<file path="src/rtl/dmem_arbiter.sv">
// Two-port arbiter for the single-port data memory: port 0 (pipeline) has priority and port 1
// is guaranteed service after MaxWait denials. Define DMEM_ARB_STATS_EN for conflict/force counters.
module dmem_arbiter #(
  parameter int unsigned Aw      = 10,
  parameter int unsigned Dw      = 32,
  parameter int unsigned MaxWait = 4
) (
  input  logic          clk_i,
  input  logic          rst_ni,
  input  logic          p0_req_i,
  input  logic          p0_we_i,
  input  logic [Aw-1:0] p0_addr_i,
  input  logic [Dw-1:0] p0_wdata_i,
  input  logic          p1_req_i,
  input  logic          p1_we_i,
  input  logic [Aw-1:0] p1_addr_i,
  input  logic [Dw-1:0] p1_wdata_i,
  output logic          p0_gnt_o,
  output logic          p1_gnt_o,
  output logic          p0_rvalid_o,
  output logic          p1_rvalid_o,
  output logic [Dw-1:0] p0_rdata_o,
  output logic [Dw-1:0] p1_rdata_o,
  output logic [31:0]   mem_address_o,
  output logic [Dw-1:0] mem_write_data_o,
  output logic          mem_write_o,
  output logic          mem_read_o,
  input  logic [Dw-1:0] mem_read_data_i,
  output logic          stall_p0_o
`ifdef DMEM_ARB_STATS_EN
  ,
  output logic [31:0]   conflict_cnt_o,
  output logic [31:0]   force_cnt_o
`endif
);

  localparam int unsigned WaitW = $clog2(MaxWait + 1);
  localparam logic [WaitW-1:0] WaitMax = WaitW'(MaxWait);

  typedef enum logic [1:0] {StIdle, StOwn0, StOwn1} state_e;

  state_e            state_q, state_d;
  logic [WaitW-1:0]  wait_q, wait_d, wait_base;
  logic              p0_win, p1_win, p0_gnt, p1_gnt, win_we;
  logic              p0_rvalid_q, p1_rvalid_q, p0_rd, p1_rd;
  logic [Dw-1:0]     p0_rdata_q, p1_rdata_q;

  always_comb begin
    p1_win  = p1_req_i & (~p0_req_i | (wait_q == WaitMax));
    p0_win  = p0_req_i & ~p1_win;
    // No access may reach the memory while reset is held.
    p0_gnt  = p0_win & rst_ni;
    p1_gnt  = p1_win & rst_ni;
    win_we  = p1_win ? p1_we_i : p0_we_i;
    p0_rd   = p0_gnt & ~p0_we_i;
    p1_rd   = p1_gnt & ~p1_we_i;

    state_d = StIdle;
    if (p1_gnt) begin
      state_d = StOwn1;
    end else if (p0_gnt) begin
      state_d = StOwn0;
    end

    // A port-1 win last cycle always leaves the count at zero.
    wait_base = (state_q == StOwn1) ? '0 : wait_q;
    wait_d    = '0;
    if (p1_req_i && !p1_gnt) begin
      wait_d = (wait_base == WaitMax) ? WaitMax : wait_base + WaitW'(1);
    end
  end

  always_ff @(posedge clk_i or negedge rst_ni) begin
    if (!rst_ni) begin
      state_q     <= StIdle;
      wait_q      <= '0;
      p0_rvalid_q <= 1'b0;
      p1_rvalid_q <= 1'b0;
      p0_rdata_q  <= '0;
      p1_rdata_q  <= '0;
    end else begin
      state_q     <= state_d;
      wait_q      <= wait_d;
      p0_rvalid_q <= p0_rd;
      p1_rvalid_q <= p1_rd;
      if (p0_rd) p0_rdata_q <= mem_read_data_i;
      if (p1_rd) p1_rdata_q <= mem_read_data_i;
    end
  end

  assign p0_gnt_o         = p0_gnt;
  assign p1_gnt_o         = p1_gnt;
  assign p0_rvalid_o      = p0_rvalid_q;
  assign p1_rvalid_o      = p1_rvalid_q;
  assign p0_rdata_o       = p0_rdata_q;
  assign p1_rdata_o       = p1_rdata_q;
  assign mem_address_o    = {{(32 - Aw){1'b0}}, (p1_win ? p1_addr_i : p0_addr_i)};
  assign mem_write_data_o = p1_win ? p1_wdata_i : p0_wdata_i;
  assign mem_write_o      = (p0_gnt | p1_gnt) & win_we;
  assign mem_read_o       = (p0_gnt | p1_gnt) & ~win_we;
  assign stall_p0_o       = p0_req_i & ~p0_gnt;

`ifdef DMEM_ARB_STATS_EN
  logic [31:0] conflict_cnt_q, force_cnt_q;

  always_ff @(posedge clk_i or negedge rst_ni) begin
    if (!rst_ni) begin
      conflict_cnt_q <= '0;
      force_cnt_q    <= '0;
    end else begin
      if (p0_req_i && p1_req_i) conflict_cnt_q <= conflict_cnt_q + 32'd1;
      // Port 1 only beats a live port-0 request through the starvation rule.
      if (p1_gnt && p0_req_i) force_cnt_q <= force_cnt_q + 32'd1;
    end
  end

  assign conflict_cnt_o = conflict_cnt_q;
  assign force_cnt_o    = force_cnt_q;
`endif

endmodule

</file>
<file path="config.mk">
export PLATFORM = sky130hd
export DESIGN_NAME = dmem_arbiter
export DESIGN_NICKNAME = d
export VERILOG_FILES = /design/src/rtl/dmem_arbiter.sv
export SDC_FILE = /design/constraint.sdc
export NUM_CORES = 1
export LEC_CHECK = 0
export ABC_AREA = 1
export CAP_MARGIN = 20
export CORE_MARGIN = 1.5
export CORE_UTILIZATION = 35
export CTS_BUF_LIST = sky130_fd_sc_hd__clkbuf_2 sky130_fd_sc_hd__clkbuf_4 sky130_fd_sc_hd__clkbuf_8
export CTS_CLUSTER_DIAMETER = 80
export DETAILED_ROUTE_END_ITERATION = 6
export GPL_ROUTABILITY_DRIVEN = 0
export PLACE_DENSITY = 0.89
export SETUP_SLACK_MARGIN = 0.3
export SYNTH_ARGS = -nofsm -noshare
export SYNTH_HDL_FRONTEND = slang
export SYNTH_SLANG_ARGS = --single-unit
</file>
<file path="constraint.sdc">
create_clock -name clk_i -period 4.41 [get_ports clk_i]
set_input_delay 0.882 -clock clk_i [delete_from_list [all_inputs] [get_ports clk_i]]
set_output_delay 0.882 -clock clk_i [all_outputs]
set_load 0.005 [all_outputs]
</file>
==> results.cfg <==
[status]
outcome = finished, final reports clean

[finish]
final_cell_mix = nand2_1, clkdlybuf4s50_1, dfrtp_1
mostFrequentLayoutCell = nand2_1
stdcell_area_um2 = 6231
multiInputGateArea_um2 = 1600
regArea_um2 = 1777
area_delta_synth_final_pct = 69.50
nFillCells = 887
drive_gt1_share_pct = 4.184
final_nets = 836

[setup_path]
worst-endpoint-arrival_ns = 2.86
crit_path_end = mem_address_o[9]
cp.depth = 7
crit_buf_inv = 4
worstReg2RegStart = wait_q[0]$_DFF_PN0_
crit_path_start = p1_req_i
end_kind = output pin
critPathMaxFanout = 41
worstSetupStartpointType = input pin
crit_type = in -> out
slowest_delay_ns = 0.56
critPathRequiredTime_ns = 3.53
r2r_end = p0_rdata_o[30]$_DFFE_PN0P_
worst_r2r_path_depth = 9
cp_top_family = buffers and inverters
worstPathCellList = clkdlybuf4s50_1 -> inv_1 -> a21oi_4 -> buf_4 -> nand2_1 -> nand2_1 -> clkdlybuf4s50_1
cpMaxStageDelayCell = clkdlybuf4s50_1
reg2reg_slack_ns = 2.08

[detailed_routing]
wl_met2_um = 7430
wl_per_cell_um = 15.90
wl_met3_um = 1095
vias = 4195
ant_nets = 0
drt-pass1-iter-count = 5
drt-total-wl_um = 13630
top_layer_used = met4
viasPerCell = 4.895
drt-initial-drc-count = 283
drt-met1-wl_um = 4709
drc = 0

[yosys]
syn_area_per_cell_um2 = 7.472
yosysWarnings = 0
synth.cell_area_um2 = 3676
ys_seq_area_share_pct = 48.33
yosys_register_bits = 71
syn_inst = 492
synth.distinct_cells = 17

[global_routing]
antenna_found_initial = 4
overflow = 0
grt.total_usage_pct = 24.24
grt_pass1_wl_um = 20930
grt_max_degree = 54
grt_pass1_vias = 4096

[clocking]
root_buffer = clkbuf_8
path_clk_slew_ns = 0.07
insertion_delay_ns = 0.36
cts.sinks = 71
htreeDepth = 3
postCtsHoldBufs = 0
cts_tree = yes
post_cts_buffers = 0
postCtsResizedCells = 0
cts_buffers = 9
cts_buffer_depth = 2

[pwr]
seqPwrFrac_pct = 41.1
power_density_nw_per_um2 = 327.9
power_frac_comb_pct = 33.7
p_leak_uw = 0.003082
p_switching_uw = 584.1
peakVddDrop_v = 0.0002267
p_total_uw = 2043
swShare_pct = 28.59
intPower_uw = 1459
p_clk_share_pct = 25.2

[timing]
worst_slack_ns = 0.6636
worstMarginPinSlew_ns = 0.6934
fin_tns_setup_ns = 0
maxSlewHeadroom_pct = 53.64
hold_viol_final = 0
period_minus_slack_ns = 3.746
rsz0062_at_grt = no
drv_slew = 0
fin_crit_sh_pct = 84.95
whs_ns = 0.3490
skew_ns = 0.009157
setup_viol_count_final = 0
timing.fmax_mhz = 266.9

[hold_path]
hp-class = in -> async

[job]
maxCapViolations = 0

[floorplan]
initial_utilization_pct = 35.77
core_area_um2 = 10280
die_w_um = 105.5
dieArea_um2 = 11130
pin_count = 257
die_y_um = 105.5
rows = 37

[place]
io_buffers = 234
dpl_cell_area_um2 = 6022
pre_cts_ws_ns = 0.6404
dp_hpwl_um = 10160
## logic make-up (layout without fill, tap and decap cells)
family / count (synthesis) / after routing / synth area share [%]
other cells: 1 / 26 / 0.1020
compound gates: 5 / 5 / 0.7489
fa+ha+maj: 2 / 2 / 0.6806
buf+inv: 71 / 275 / 10.65
flops: 71 / 71 / 48.33
simple gates: 342 / 342 / 39.48
## power by group through the flow
stage / clock network [uW] / registers (uW) / logic (uW)
global placement: 0 / 846 / 671
global route: 550 / 854 / 747
floorplan: 0 / 851 / 205
detailed placement: 0 / 850 / 689
finish: 514 / 841 / 688
CTS: 520 / 841 / 692
## through the flow
step	std cells	utilization, %
global route	857	60.63
detailed placement	837	58.60
global placement	837	58.60
CTS	853	60.53
floorplan	513	-
finish	857	60.63
## synthesized netlist by cell type
master    number  area share, %
nand3b_1       1           0.20
clkbuf_1      15            1.5
o21ai_0        2           0.27
conb_1         1           0.10
ha_1           2           0.68
dfrtp_1       71             48
buf_2         10            1.4
nor2_1         6           0.61
buf_4         30            6.1
a21boi_0       1           0.20
inv_1         13            1.3
a21oi_1        2           0.27
nand2_1      269             27
clkinv_1       1           0.10
nand3_1        1           0.14
buf_1          2           0.20
nand4_1       65             11
## registers in the layout, indices dropped and copies added, names as in the netlist
name,flops
p0_rdata_o,32
p1_rdata_o,32
p1_rvalid_o,1
p0_rvalid_o,1
wait_q,3
state_q,2
## final cells by class
type | count | area share, %
Clock inverter | 2 | 0.2008
Clock buffer | 14 | 2.992
Multi-Input combinational cell | 371 | 25.68
Timing Repair Buffer | 245 | 38.88
Inverter | 14 | 0.8434
Sequential cell | 71 | 28.51
Tap cell | 136 | 2.731
Antenna cell | 4 | 0.1606
## worst min-delay path by stage
| stage | start | endpoint | slack (ns) |
|---|---|---|---|
| floorplan | p0_rdata_o[0]$_DFFE_PN0P_ | p0_rdata_o[0]$_DFFE_PN0P_ | 0.47 |
| global placement | p0_rdata_o[19]$_DFFE_PN0P_ | p0_rdata_o[19]$_DFFE_PN0P_ | 0.45 |
| detailed placement | p0_rdata_o[15]$_DFFE_PN0P_ | p0_rdata_o[15]$_DFFE_PN0P_ | 0.46 |
| CTS | rst_ni | p0_rdata_o[29]$_DFFE_PN0P_ | 0.33 |
| global route | rst_ni | p0_rdata_o[29]$_DFFE_PN0P_ | 0.34 |
| finish | rst_ni | p0_rdata_o[29]$_DFFE_PN0P_ | 0.35 |
## metal layers
metal	global-route usage, %	up-vias
met5	0	-
met4	12.23	0
met3	5.751	22
met2	46.03	228
met1	24.48	1969
li1	-	1976
(Power assumes the default switching activity.)
